===== src/rtl/clk_div_ctrl_if.sv =====
// Divisor-request port of the clock-divide controller: host offers a divisor
// with valid/ready, controller answers with ready and a one-cycle reject pulse.
interface clk_div_ctrl_if #(
  parameter int CNT_W = 10
);
  // Valid/ready: a request transfers on a rising clock edge where cfg_valid and
  // cfg_ready are both 1; the host holds cfg_valid and cfg_div stable until then.
  logic             cfg_valid;
  logic [CNT_W-1:0] cfg_div;
  logic             cfg_ready;
  logic             cfg_err;

  modport master (output cfg_valid, output cfg_div, input cfg_ready, input cfg_err);
  modport slave  (input cfg_valid, input cfg_div, output cfg_ready, output cfg_err);
endinterface


===== src/rtl/clk_div_ctrl.sv =====
// Run-time integer clock divider: owns the divide counter and applies start,
// stop and divisor changes only at period boundaries so clk_out never runts.
module clk_div_ctrl #(
  parameter int CNT_W   = 10,
  parameter int DEF_DIV = 7,
  parameter int MIN_DIV = 2
) (
  input  logic             clk_in,
  input  logic             rst_n,
  input  logic             en,
  clk_div_ctrl_if.slave    cfg,
  output logic             clk_out,
  output logic             tick,
  output logic             busy,
  output logic [CNT_W-1:0] cur_div,
  output logic [1:0]       dbg_state
);

  typedef enum logic [1:0] {
    S_IDLE = 2'd0,
    S_RUN  = 2'd1,
    S_STOP = 2'd2
  } state_t;

  localparam logic [CNT_W-1:0] DEF_V = CNT_W'(DEF_DIV);
  localparam logic [CNT_W-1:0] MIN_V = CNT_W'(MIN_DIV);
  localparam logic [CNT_W-1:0] ONE_V = CNT_W'(1);

  state_t           r_state;
  logic [CNT_W-1:0] r_cnt;
  logic [CNT_W-1:0] r_pend_div;
  logic             r_pend_vld;

  state_t           w_state_nxt;
  logic [CNT_W-1:0] w_cnt_nxt;
  logic [CNT_W-1:0] w_div_nxt;
  logic [CNT_W-1:0] w_pend_div_nxt;
  logic             w_pend_vld_nxt;
  logic             w_accept;
  logic             w_legal;
  logic             w_load;
  logic             w_boundary;
  logic             w_run_nxt;

  assign w_accept   = cfg.cfg_valid && cfg.cfg_ready;
  assign w_legal    = cfg.cfg_div >= MIN_V;
  assign w_load     = w_accept && w_legal;
  assign w_boundary = (r_state != S_IDLE) && (r_cnt == cur_div - ONE_V);
  assign w_run_nxt  = (w_state_nxt != S_IDLE);
  assign dbg_state  = r_state;

  always_comb begin
    w_state_nxt    = r_state;
    w_cnt_nxt      = r_cnt;
    w_div_nxt      = cur_div;
    w_pend_div_nxt = r_pend_div;
    w_pend_vld_nxt = r_pend_vld;

    case (r_state)
      S_IDLE: begin
        w_cnt_nxt = '0;
        if (w_load) w_div_nxt = cfg.cfg_div;
        if (en) w_state_nxt = S_RUN;
      end
      S_RUN: begin
        if (!en) w_state_nxt = S_STOP;
      end
      S_STOP: begin
        // en coming back before the boundary resumes without touching the phase
        if (en)              w_state_nxt = S_RUN;
        else if (w_boundary) w_state_nxt = S_IDLE;
      end
      default: w_state_nxt = S_IDLE;
    endcase

    // While active, divisor changes only land on the wrap edge; a request taken
    // in the boundary cycle itself is applied directly without going pending.
    if (r_state != S_IDLE) begin
      if (w_boundary) begin
        w_cnt_nxt = '0;
        if (w_load)          w_div_nxt = cfg.cfg_div;
        else if (r_pend_vld) w_div_nxt = r_pend_div;
        w_pend_vld_nxt = 1'b0;
      end else begin
        w_cnt_nxt = r_cnt + ONE_V;
        if (w_load) begin
          w_pend_vld_nxt = 1'b1;
          w_pend_div_nxt = cfg.cfg_div;
        end
      end
    end
  end

  // Outputs are computed from next-cycle count/divisor so they line up with cnt.
  always_ff @(posedge clk_in or negedge rst_n) begin
    if (!rst_n) begin
      r_state       <= S_IDLE;
      r_cnt         <= '0;
      r_pend_div    <= DEF_V;
      r_pend_vld    <= 1'b0;
      cur_div       <= DEF_V;
      clk_out       <= 1'b0;
      tick          <= 1'b0;
      busy          <= 1'b0;
      cfg.cfg_ready <= 1'b1;
      cfg.cfg_err   <= 1'b0;
    end else begin
      r_state       <= w_state_nxt;
      r_cnt         <= w_cnt_nxt;
      r_pend_div    <= w_pend_div_nxt;
      r_pend_vld    <= w_pend_vld_nxt;
      cur_div       <= w_div_nxt;
      clk_out       <= w_run_nxt && (w_cnt_nxt < (w_div_nxt >> 1));
      tick          <= w_run_nxt && (w_cnt_nxt == w_div_nxt - ONE_V);
      busy          <= w_run_nxt;
      cfg.cfg_ready <= !w_pend_vld_nxt;
      cfg.cfg_err   <= w_accept && !w_legal;
    end
  end

endmodule


===== src/flat_wrapper.sv =====
// flat-port wrapper written by rule: the top's interface ports become plain ports
module clk_div_ctrl_flat 
#(
  parameter int CNT_W   = 10,
  parameter int DEF_DIV = 7,
  parameter int MIN_DIV = 2
)
  (clk_in, rst_n, en, clk_out, tick, busy, cur_div, dbg_state, cfg_cfg_valid, cfg_cfg_div, cfg_cfg_ready, cfg_cfg_err);
  clk_div_ctrl_if #(.CNT_W(CNT_W)) cfg_i ();
  input  logic clk_in;
  input  logic rst_n;
  input  logic en;
  output logic clk_out;
  output logic tick;
  output logic busy;
  output logic [CNT_W-1:0] cur_div;
  output logic [1:0] dbg_state;
  input wire logic [$bits(cfg_i.cfg_valid)-1:0] cfg_cfg_valid;
  input wire logic [$bits(cfg_i.cfg_div)-1:0] cfg_cfg_div;
  output wire logic [$bits(cfg_i.cfg_ready)-1:0] cfg_cfg_ready;
  output wire logic [$bits(cfg_i.cfg_err)-1:0] cfg_cfg_err;
  assign cfg_i.cfg_valid = cfg_cfg_valid;
  assign cfg_i.cfg_div = cfg_cfg_div;
  assign cfg_cfg_ready = cfg_i.cfg_ready;
  assign cfg_cfg_err = cfg_i.cfg_err;
  clk_div_ctrl #(.CNT_W(CNT_W), .DEF_DIV(DEF_DIV), .MIN_DIV(MIN_DIV)) u_core (.clk_in(clk_in), .rst_n(rst_n), .en(en), .cfg(cfg_i), .clk_out(clk_out), .tick(tick), .busy(busy), .cur_div(cur_div), .dbg_state(dbg_state));
endmodule

===== config.mk =====
export PLATFORM = sky130hd
export DESIGN_NAME = clk_div_ctrl_flat
export DESIGN_NICKNAME = d
export VERILOG_FILES = /design/src/rtl/clk_div_ctrl_if.sv /design/src/rtl/clk_div_ctrl.sv /design/src/flat_wrapper.sv
export SDC_FILE = /design/constraint.sdc
export NUM_CORES = 1
export LEC_CHECK = 0
export BUFFER_PORTS_ARGS = -buffer_cell sky130_fd_sc_hd__buf_2
export CAP_MARGIN = 20
export CORE_MARGIN = 2
export CORE_UTILIZATION = 45
export CTS_CLUSTER_SIZE = 16
export DETAILED_ROUTE_END_ITERATION = 7
export GPL_TIMING_DRIVEN = 0
export SYNTH_ARGS = -nofsm -noshare
export SYNTH_HDL_FRONTEND = slang
export SYNTH_SLANG_ARGS = --single-unit

===== constraint.sdc =====
create_clock -name clk_in -period 5.1 [get_ports clk_in]
set_input_delay 0.765 -clock clk_in [delete_from_list [all_inputs] [get_ports clk_in]]
set_output_delay 0.765 -clock clk_in [all_outputs]
set_load 0.005 [all_outputs]

# After elaboration in Yosys (flattened, before gate mapping)

Cells that the tools add are included.

Flip-flop bits (word level): 38
Input bits: 14

Reduce and logical (&&, ||, !) cells: 12
$add $sub $neg: 3
Equal/unequal tests: 4
Bitwise logic cells: 1
$lt $le $gt $ge: 2
Mux-type cells: 17

Operator list:

| cell                                                                                 | count |
|---|---|
| 10-bit 2-to-1 mux                                                                    | 9 |
| 10-bit equality test                                                                 | 2 |
| 10-bit by 1-bit subtractor with 10-bit output, second input constant                 | 2 |
| 10-bit by 1-bit adder with 10-bit output, second input constant                      | 1 |
| 10-bit by 2-bit greater-or-equal comparator with 1-bit output, second input constant | 1 |
| 10-bit by 9-bit < comparator with 1-bit output                                       | 1 |
| 2-bit 2-to-1 mux                                                                     | 4 |
| 1-bit logical AND                                                                    | 6 |
| 2-bit one-hot mux with 3 select lines                                                | 1 |
| 2-bit nonzero test                                                                   | 2 |
| 1-bit 2-to-1 mux                                                                     | 3 |
| 3-bit AND reduction                                                                  | 1 |
| 2-bit by 1-bit equality test with 1-bit output, second input constant                | 1 |
| 2-bit equality test, second input constant                                           | 1 |
| 1-bit zero test                                                                      | 2 |
| 2-bit zero test                                                                      | 1 |
| 1-bit inverter                                                                       | 1 |

# Depth between registers and ports, before layout

Gate-level depths: netlist of the first run.

Word-level depth: 11
Mapped depth: 17
Mapped depth without buffers: 16

# Worst setup path before layout of the first run

OpenSTA, ideal clock, no wires.

Path type: register to register
Start point: register u_core.cur_div[0]
End point: register u_core.tick
Stages on the path, launching flop included: 15
Data required time: 5032 ps
Library setup time: 68 ps
Clock period less this slack: 3762 ps
Path slack: 1338 ps
Arrival: 3694 ps
Cells stage by stage: dfstp_2 -> inv_1 -> ha_1 -> nor2b_1 -> or3_1 -> a31oi_2 -> o211a_1 -> a21oi_2 -> mux2_2 -> mux2i_1 -> ha_1 -> nand4_2 -> or3_1 -> a2111oi_1 -> and4_1

Longest elaborated chain between the ends: 9

Ends and longest elaborated chain:

| element                                                                               | RTL line            | source |
|---|---|---|
| start: declaration                                                                    | clk_div_ctrl.sv:15  | `output logic [CNT_W-1:0] cur_div,` |
| start signal: assignment                                                              | clk_div_ctrl.sv:112 | `cur_div <= w_div_nxt;` |
| branches (longest 8 deep; another with 10-bit by 1-bit subtractor with 10-bit output) | -                   |  |
| 1-bit logical AND (*)                                                                 | clk_div_ctrl.sv:114 | `tick <= w_run_nxt && (w_cnt_nxt == w_div_nxt - ONE_V);` |
| end signal: assignment                                                                | clk_div_ctrl.sv:114 |  |
| end: declaration                                                                      | clk_div_ctrl.sv:13  | `output logic tick,` |

Mark *: on every way between the ends.
A chain may end at the register's enable or synchronous reset.

# Worst setup path after layout of the first run

Start point: register u_core.cur_div[0]
End point: register u_core.clk_out

Longest elaborated chain between the ends: 8

Ends and longest elaborated chain:

| element                                                                                | RTL line            | source |
|---|---|---|
| 10-bit by 1-bit subtractor with 10-bit output (*)                                      | clk_div_ctrl.sv:48  | `assign w_boundary = (r_state != S_IDLE) && (r_cnt == cur_div - ONE_V);` |
| 10-bit equality test (*)                                                               | clk_div_ctrl.sv:48  |  |
| 1-bit logical AND (*)                                                                  | clk_div_ctrl.sv:48  |  |
| branches (longest 4 deep; another with 10-bit by 9-bit < comparator with 1-bit output) | -                   |  |
| 1-bit logical AND (*)                                                                  | clk_div_ctrl.sv:113 | `clk_out <= w_run_nxt && (w_cnt_nxt < (w_div_nxt >> 1));` |
| end signal: assignment                                                                 | clk_div_ctrl.sv:113 |  |
| end: declaration                                                                       | clk_div_ctrl.sv:12  | `output logic clk_out,` |

Marks and branches as above.

==> flow_summary_export.csv, run 1 <==
group,metric,value,unit
status,status,"finished, final reports clean",
global_routing,grt_overflow,0,
power_and_ir_drop,peakVddDrop,261,uV
clock_tree,cts_resized,0,
synth,synth_common_cells,"dfrtp_1, nor2_1, nand2_1, nand3_1, xor2_1",
sta,rsz0062_at_grt,"no",
clock_tree,cts_tree,"built",
sta,hold_violations,0,
worst_setup_path,reg2reg_from,"u_core.cur_div[0]$_DFF_PN1_",
worst_setup_path,required,5220,ps
route,wl,7500,um
floorplanning,die_y,85.6,um
sta,drv_slew,0,
synth,synth.cell_area,3000,um^2
worst_setup_path,regToRegSetupSlack,520,ps
synth,synth_edf_count,0,
worst_setup_path,cp_slowest_cell,"dfstp_2",
route,dr.pass1.iters,4,
synth,synth_area_leaders,"dfrtp_1, dfstp_2, xor2_1",
placement,dp_cells,418,
global_routing,grt_pass1_vias,2377,
power_and_ir_drop,p_leak,0.00147,uW
synth,synth_seq_area_share,32.0,%
floorplanning,rows,29,
floorplanning,pin_count,31,
worst_setup_path,cpLargestDelayFamily,"compound AO/OA/AOI/OAI gates",
clock_tree,cts_post_setup_buffers_inserted,0,
synth,synthFlopType,"dfrtp_1",
clock_tree,cts_hold_buf,0,
clock_tree,insertion_delay,300,ps
synth,synthCells,311,
route,avgRoutedWirePerCell,17.6,um
sta,slew_headroom,42.8,%
hold_path,min_to,"u_core.r_pend_div[3]$_DFFE_PN0P_",
job,timing.max_cap.violations,0,
synth,async_reset_ff_share,100,%
clock_tree,htreeDepth,2,
route,vias_per_cell,5.85,
hold_path,hp-start,"u_core.r_pend_div[3]$_DFFE_PN0P_",
synth,synth_top_area_share,25.9,%
synth,avgSynthCellArea,9.64,um^2
global_routing,antenna_found_initial,0,
synth,syn-num-nets,336,
route,drc,0,
global_routing,grt.total_usage,21.9,%
route,ant_nets,0,
finish,fillers,624,
worst_setup_path,path_class,"reg -> reg",
clock_tree,root_buffer,"clkbuf_8",
placement,portBuffers,30,
synth,ys_types,72,
finish,area_growth,13.0,%
synth,synth_seq_cells,38,
synth,synth_top_area_cell,"dfrtp_1",
synth,synth_most_common_cell,"dfrtp_1",
sta,setup_viol,0,
worst_setup_path,worstSetupStartpoint,"u_core.cur_div[0]$_DFF_PN1_",
worst_setup_path,cp.arrival,4710,ps
sta,setup_tns,0,ps
global_routing,grt_pass1_wl,12400,um
worst_setup_path,end_kind,"flip-flop",
clock_tree,clkTransAtPathRegs,80,ps
finish,antenna_cells,0,
worst_setup_path,timing.rr.end,"u_core.clk_out$_DFF_PN0_",
clock_tree,clockBufferDepth,2,
floorplanning,dieArea,7330,um^2
route,vias,2490,
clock_tree,clock-sinks,38,
worst_setup_path,critPathLaunchType,"flip-flop",
placement,post_dp_cell_area,3240,um^2
sta,tightest_slew,858,ps
sta,fmax,0.218,GHz
placement,gp_congestion,0.816,
sta,finalClockSkew,4.62,ps
hold_path,min_path_cells,1,
worst_setup_path,cp_num_buf_inv,2,
sta,min_period,4580,ps
floorplanning,core,6390,um^2
worst_setup_path,cpPeakStageDelay,640,ps
worst_setup_path,path_max_fanout,10,
worst_setup_path,path_cells,"inv_1 > ha_1 > nor2b_1 > or3_1 > a31oi_2 > o211a_1 > buf_6 > nand2_1 > o211ai_1 > ha_1 > nor2b_1 > o21ai_0 > nand2b_1 > a21oi_1 > o21ai_1 > a2111oi_0",
finish,nets,373,
finish,finish.instance_area,3390,um^2
placement,dp_hpwl,5800,um
worst_setup_path,worst_r2r_path_depth,16,
route,drt_iter0_markers,104,
floorplanning,start_util,46.9,%
floorplanning,die_w,85.6,um
power_and_ir_drop,p_per_area,516,nW/um^2
sta,fin_crit_sh,89.9,%
synth,yosys_warnings,0,
hold_path,min_path_type,"reg -> reg",
global_routing,grt_max_degree,39,
clock_tree,cts_buffers,5,
finish,drive_above_1_share,26.6,%
finish,finalNonFillerCells,426,
[worst max-delay path by stage]
stage | slack, ps | depth (start not counted) | endpoint
finish | 520 | 16 | u_core.clk_out$_DFF_PN0_
detailed placement | 490 | 16 | u_core.clk_out$_DFF_PN0_
global route | 180 | 16 | u_core.clk_out$_DFF_PN0_
global placement | 500 | 16 | u_core.clk_out$_DFF_PN0_
CTS | 400 | 16 | u_core.clk_out$_DFF_PN0_
floorplan | 1340 | 14 | u_core.tick$_DFF_PN0_
[sequential cells by signal (all words and copies together), names as in the netlist]
name and flops:
u_core.cfg.cfg_ready 1, u_core.tick 1, u_core.r_pend_div 10, u_core.busy 1, u_core.cur_div 10, u_core.r_cnt 10, u_core.r_pend_vld 1, u_core.clk_out 1
u_core.dbg_state 2, u_core.cfg.cfg_err 1
[metrics by stage]
step | utilization, % | worst slack [ps] | hold slack (ps) | power [uW]
2_1_floorplan | - | 1340 | 469 | 1190
3_3_place_gp | 50.8 | 502 | 481 | 1400
3_5_place_dp | 50.8 | 493 | 490 | 1420
4_1_cts | 53.0 | 401 | 508 | 1760
5_1_grt | 53.0 | 176 | 525 | 1880
6_report | 53.0 | 516 | 508 | 1750
[cells in the final DEF, fill, tap and decap left out, types with 4 or more instances in the layout]
cell type and instances:
clkbuf_8 6, nor2b_1 7, nand3b_1 4, nand4_1 4
and3_1 4, buf_2 30, ha_1 11, or3_1 6
nand2_1 16, inv_1 14, o21ai_1 4, a31oi_1 4
dfrtp_1 31, nor2_1 25, xnor2_1 11, dfstp_2 7
xor2_1 16, nand3_1 16, mux2_2 12, mux2i_1 9
nor3_1 10, a21oi_1 11, o21ai_0 10, o21a_1 4
[where the power goes]
part / total, uW / switching [uW] / leakage [uW] / internal [uW]
registers: 552 / 134 / 0.000454 / 418
logic: 872 / 481 / 0.000949 / 392
clock network: 323 / 114 / 0.0000714 / 209
total: 1750 / 729 / 0.00147 / 1020
[layout make-up]
type	count	area, um^2	area share [%]
Multi-Input combinational cell	248	1890	55.8
Sequential cell	38	960	28.3
Timing Repair Buffer	30	150	4.43
Tap cell	77	96.3	2.85
Clock buffer	6	82.6	2.44
Buffer	8	82.6	2.44
Inverter	17	63.8	1.88
Clock inverter	2	60.1	1.77
[cells by family (layout without fill, tap and decap cells)]
logic type / Yosys count / count (layout) / synth area share, %
mux: 21 / 21 / 7.52
buf+inv: 25 / 63 / 4.88
flops: 38 / 38 / 32.0
simple gates: 119 / 119 / 23.3
fa+ha+maj: 11 / 11 / 4.59
xor+xnor: 27 / 27 / 7.89
compound gates: 70 / 70 / 19.8
[per-layer routing]
layer  up-vias  part of all wire (%)  track usage [%]
met3         2                   2.9             3.18
li1       1225                     -                -
met2        44                    47             34.2
met1      1219                    50             32.0
met5         -                     0                0
met4         0                  0.48             5.63
No activity file was read; power rests on OpenSTA's default activity.
==> run 2, diff against run 1 <==
--- a/config.mk
+++ b/config.mk
@@ -8,7 +8,7 @@
 export BUFFER_PORTS_ARGS = -buffer_cell sky130_fd_sc_hd__buf_2
 export CAP_MARGIN = 20
 export CORE_MARGIN = 2
-export CORE_UTILIZATION = 45
+export CORE_UTILIZATION = 42
 export CTS_CLUSTER_SIZE = 16
 export DETAILED_ROUTE_END_ITERATION = 7
 export GPL_TIMING_DRIVEN = 0
==> run 2 against run 1 <==
Against the previous run: sequential share of layout area down 0.20 points; total power increased by 0.50%; first-iteration DRC count rose by 16%; clock skew is 0.88 ps lower; register-to-register slack better by 160 ps; combinational power rose by 0.9%; design area grew 0.70%; global-route usage down 0.50 points; via count increased by 0.64%; critical path depth did not move; clock power about the same; non-clock buffer count unchanged; critical endpoint unchanged.
==> flow_summary_export.csv, run 2 (synthesized netlist as in run 1, its figures left out) <==
group,metric,value,unit
status,status,"finished, final reports clean",
clock_tree,cts_resized,0,
worst_setup_path,critPathLaunchType,"flip-flop",
finish,antenna_cells,0,
floorplanning,pin_count,31,
sta,hold_slack,502,ps
floorplanning,start_util,43.9,%
finish,regArea,960,um^2
floorplanning,core,6830,um^2
floorplanning,rows,30,
clock_tree,cts_post_setup_buffers_inserted,0,
power_and_ir_drop,p_per_area,515,nW/um^2
sta,setup_viol,0,
floorplanning,die_w,88.5,um
power_and_ir_drop,seq_power_share,31.5,%
sta,finalClockSkew,3.74,ps
power_and_ir_drop,power_frac_clock,18.4,%
floorplanning,die_y,88.5,um
power_and_ir_drop,peakVddDrop,239,uV
finish,finish.instance_area,3410,um^2
sta,tightest_slew,882,ps
clock_tree,htreeDepth,2,
clock_tree,clock-sinks,38,
placement,dp_hpwl,5910,um
route,drc,0,
floorplanning,dieArea,7830,um^2
finish,fillers,678,
clock_tree,clockBufferDepth,2,
worst_setup_path,path_class,"reg -> reg",
global_routing,grt_pass1_wl,12700,um
route,avgRoutedWirePerCell,17.5,um
finish,layout_commonest_cell,"dfrtp_1",
clock_tree,cts_buffers,5,
placement,dp_cells,437,
global_routing,grt_max_degree,39,
route,ant_nets,0,
power_and_ir_drop,power.share.combinational,50.1,%
worst_setup_path,cp.arrival,4590,ps
power_and_ir_drop,p_leak,0.00147,uW
route,vias_per_cell,5.63,
global_routing,grt_pass1_vias,2366,
global_routing,antenna_found_initial,0,
placement,post_dp_cell_area,3270,um^2
sta,setup_tns,0,ps
hold_path,min_path_type,"reg -> reg",
finish,nets,373,
placement,gp_congestion,0.798,
route,vias,2506,
worst_setup_path,path_max_fanout,10,
route,wl,7770,um
power_and_ir_drop,p_switching,738,uW
power_and_ir_drop,p_int,1020,uW
global_routing,grt.total_usage,21.4,%
sta,drv_slew,0,
clock_tree,cts_hold_buf,0,
finish,finalNonFillerCells,445,
finish,multi_input_area,1890,um^2
sta,hold_violations,0,
clock_tree,clkTransAtPathRegs,80,ps
sta,fmax,0.226,GHz
sta,fin_crit_sh,86.7,%
sta,rsz0062_at_grt,"no",
clock_tree,insertion_delay,290,ps
power_and_ir_drop,swShare,42.0,%
placement,portBuffers,30,
finish,final_cell_mix,"dfrtp_1, buf_2, nor2_1",
route,dr.pass1.iters,5,
sta,slew_headroom,41.2,%
worst_setup_path,end_kind,"flip-flop",
finish,area_growth,13.8,%
finish,reg.largest.list,"u_core.cur_div x10, u_core.r_cnt x10, u_core.r_pend_div x10",
clock_tree,root_buffer,"clkbuf_8",
sta,min_period,4420,ps
route,drt_iter0_markers,121,
global_routing,grt_overflow,0,
clock_tree,cts_tree,"built",
job,timing.max_cap.violations,0,
finish,drive_above_1_share,26.6,%
worst_setup_path,required,5260,ps
run 2: cell counts in the layout (fill, tap and decap cells not counted):
No cell type changed its count.
run 2: cell type report:
class	instances	share of cell area (%)
multi-input combinational	248	55.4
sequential	38	28.1
timing repair buffer	30	4.40
tap	96	3.52
clock buffer	6	2.42
buffer	8	2.42
inverter	17	1.87
clock inverter	2	1.76
run 2: metrics by stage:
| step | total power (uW) | util [%] | setup slack (ps) |
|---|---|---|---|
| 2_1_floorplan | 1190 | - | 1340 |
| 3_5_place_dp | 1420 | 47.8 | 705 |
| 3_3_place_gp | 1400 | 47.8 | 720 |
| 4_1_cts | 1760 | 49.9 | 631 |
| 6_report | 1760 | 49.9 | 676 |
| 5_1_grt | 1890 | 49.9 | 340 |
run 2: path summary, 6_finish.rpt:
| path | slack [ps] | startpoint | cells after the start | end |
|---|---|---|---|---|
| max in group asynchronous | 3960 | rst_n | 1 | u_core.tick$_DFF_PN0_ |
| worst max-delay path | 680 | u_core.cur_div[0]$_DFF_PN1_ | 16 | u_core.clk_out$_DFF_PN0_ |
| worst min-delay path | 500 | u_core.r_pend_div[6]$_DFFE_PN0P_ | 1 | u_core.r_pend_div[6]$_DFFE_PN0P_ |
| worst max register to register | 680 | u_core.cur_div[0]$_DFF_PN1_ | 16 | u_core.clk_out$_DFF_PN0_ |
| min in group asynchronous | 580 | rst_n | 1 | u_core.cfg.cfg_err$_DFF_PN0_ |
| worst min register to register | 500 | u_core.r_pend_div[6]$_DFFE_PN0P_ | 1 | u_core.r_pend_div[6]$_DFFE_PN0P_ |
run 2: power groups by stage:
stage | Sequential [uW] | Combinational, uW | Clock [uW]
finish | 553 | 880 | 323
global route | 568 | 976 | 348
CTS | 550 | 874 | 333
detailed placement | 556 | 865 | 0
global placement | 554 | 851 | 0
floorplan | 516 | 675 | 0
run 2: routing by layer:
layer | up-vias | share of wire, % | routed length [um] | global-route usage, %
met1 | 1192 | 50 | 3900 | 33.6
li1 | 1221 | - | - | -
met2 | 79 | 43 | 3310 | 30.8
met3 | 14 | 5.2 | 407 | 2.61
met5 | - | 0 | 0 | 0
met4 | 0 | 2.0 | 155 | 6.06
run 2: critical path: stages, from the launching register on:
cell and delay, ps:
dfstp_2 620, inv_1 60, ha_1 290, nor2b_1 170, or3_1 370, a31oi_2 230, o211a_1 240, buf_6 170
nand2_1 120, o211ai_1 640, ha_1 360, nor2b_1 130, o21ai_0 160, nand2b_1 80, a21oi_1 140, o21ai_1 110
a2111oi_0 410
==> run 3, diff against run 2 <==
--- a/config.mk
+++ b/config.mk
@@ -8,7 +8,7 @@
 export BUFFER_PORTS_ARGS = -buffer_cell sky130_fd_sc_hd__buf_2
 export CAP_MARGIN = 20
 export CORE_MARGIN = 2
-export CORE_UTILIZATION = 42
+export CORE_UTILIZATION = 40
 export CTS_CLUSTER_SIZE = 16
 export DETAILED_ROUTE_END_ITERATION = 7
 export GPL_TIMING_DRIVEN = 0
==> run 3 against run 2 <==
Against the previous run: wire length decreased by 4.7%; count of clock-buffer cells in the layout unchanged; sequential power decreased by 1%; setup slack worse by 110 ps; clock power is essentially flat; fmax shrank 2.5%; die area rose by 4.8%; clock skew is 4.8 ps higher; register-to-register slack got worse by 110 ps; combinational power is 1% lower; critical path type unchanged; largest cell class unchanged; highest routed layer unchanged.
==> flow_summary_export.csv, run 3 (synthesized netlist as in run 1, its figures left out) <==
group,metric,value,unit
power_and_ir_drop,p_int,1020,uW
worst_setup_path,cp.arrival,4660,ps
worst_setup_path,cp_num_buf_inv,2,
sta,min_period,4540,ps
sta,finalClockSkew,8.54,ps
power_and_ir_drop,p_per_area,510,nW/um^2
global_routing,antenna_found_initial,0,
worst_setup_path,path_depth,16,
worst_setup_path,cpPeakStageDelay,620,ps
clock_tree,cts_resized,0,
worst_setup_path,worstSetupStartpoint,"u_core.cur_div[0]$_DFF_PN1_",
worst_setup_path,end_kind,"flip-flop",
finish,reg.largest.list,"u_core.cur_div x10, u_core.r_cnt x10, u_core.r_pend_div x10",
sta,tightest_slew,865,ps
floorplanning,die_y,90.6,um
floorplanning,core,7250,um^2
sta,setup_ws,565,ps
route,vias,2473,
sta,setup_viol,0,
finish,antenna_cells,0,
floorplanning,die_w,90.6,um
finish,nets,373,
finish,area_growth,13.9,%
global_routing,grt_max_degree,39,
worst_setup_path,path_class,"reg -> reg",
route,dr.pass1.iters,5,
status,status,"finished, final reports clean",
sta,slew_headroom,42.3,%
global_routing,grt_pass1_wl,12200,um
route,dr_wl_met2,3320,um
hold_path,hp-start,"u_core.r_pend_div[3]$_DFFE_PN0P_",
route,wl,7410,um
route,wl_met3,299,um
route,wl_met1,3730,um
worst_setup_path,required,5220,ps
global_routing,grt_overflow,0,
power_and_ir_drop,power.share.combinational,50.0,%
hold_path,min_path_type,"reg -> reg",
clock_tree,clock-sinks,38,
worst_setup_path,worst_r2r_path_depth,16,
power_and_ir_drop,peakVddDrop,197,uV
worst_setup_path,cpLargestDelayFamily,"compound AO/OA/AOI/OAI gates",
finish,layout_commonest_cell,"dfrtp_1",
finish,final_cell_mix,"dfrtp_1, buf_2, nor2_1",
global_routing,grt_pass1_vias,2380,
clock_tree,cts_tree,"built",
power_and_ir_drop,p_switching,724,uW
route,drt_iter0_markers,189,
sta,drv_slew,0,
placement,place_ws,654,ps
sta,rsz0062_at_grt,"no",
worst_setup_path,path_cells,"inv_1 > ha_1 > nor2b_1 > or3_1 > a31oi_2 > o211a_1 > buf_6 > nand2_1 > o211ai_1 > ha_1 > nor2b_1 > o21ai_0 > nand2b_1 > a21oi_1 > o21ai_1 > a2111oi_0",
clock_tree,clkTransAtPathRegs,80,ps
sta,fin_crit_sh,88.9,%
worst_setup_path,path_max_fanout,10,
placement,portBuffers,30,
sta,hold_violations,0,
sta,setup_tns,0,ps
power_and_ir_drop,seq_power_share,31.3,%
clock_tree,root_buffer,"clkbuf_8",
power_and_ir_drop,power_frac_clock,18.7,%
power_and_ir_drop,p_leak,0.00147,uW
clock_tree,cts_hold_buf,0,
job,timing.max_cap.violations,0,
worst_setup_path,critPathLaunchType,"flip-flop",
clock_tree,cts_buffers,5,
clock_tree,insertion_delay,300,ps
placement,dp_hpwl,5680,um
route,dr.max_layer_used,"met4",
power_and_ir_drop,finalPower,1740,uW
floorplanning,dieArea,8200,um^2
worst_setup_path,reg2reg_from,"u_core.cur_div[0]$_DFF_PN1_",
hold_path,min_path_cells,1,
route,ant_nets,0,
floorplanning,pin_count,31,
worst_setup_path,cp_slowest_cell,"dfstp_2",
route,vias_per_cell,5.52,
clock_tree,clockBufferDepth,2,
clock_tree,htreeDepth,2,
sta,fmax,0.220,GHz
finish,drive_above_1_share,26.6,%
power_and_ir_drop,swShare,41.6,%
route,avgRoutedWirePerCell,16.5,um
placement,gp_congestion,0.864,
global_routing,grt.total_usage,18.9,%
floorplanning,rows,31,
route,drc,0,
floorplanning,start_util,41.3,%
clock_tree,cts_post_setup_buffers_inserted,0,
[run 3: final cells by class]
type,instances,area (um^2)
inverter,17,63.8
sequential,38,960
multi-input combinational,248,1890
clock buffer,6,82.6
clock inverter,2,60.1
buffer,8,82.6
tap,99,124
fill,725,3840
timing repair buffer,30,150
[run 3: final timing paths]
check	end	slack (ps)
worst max-delay path	u_core.clk_out$_DFF_PN0_	560
worst min-delay path	u_core.r_pend_div[3]$_DFFE_PN0P_	510
worst max register to register	u_core.clk_out$_DFF_PN0_	560
worst min register to register	u_core.r_pend_div[3]$_DFFE_PN0P_	510
max in group asynchronous	u_core.r_cnt[3]$_DFF_PN0_	3980
min in group asynchronous	u_core.cfg.cfg_err$_DFF_PN0_	580
[run 3: through the flow]
stage | std cells | hold slack [ps] | utilization, % | instance area (um^2)
floorplan | 311 | 469 | - | 3000
global placement | 440 | 481 | 45.1 | 3270
detailed placement | 440 | 486 | 45.1 | 3270
CTS | 448 | 514 | 47.1 | 3410
global route | 448 | 527 | 47.1 | 3410
finish | 448 | 509 | 47.1 | 3410
[run 3: routing by layer]
layer / global-route usage [%] / up-vias
met5: 0 / -
met4: 4.36 / 0
met3: 3.01 / 6
met2: 29.5 / 56
met1: 27.3 / 1183
li1: - / 1228
[run 3: power by group through the flow]
stage	Sequential [uW]	Clock [uW]	Combinational, uW
6_report	545	325	871
5_1_grt	566	344	965
4_1_cts	545	332	872
3_5_place_dp	550	0	867
3_3_place_gp	551	0	851
2_1_floorplan	516	0	675
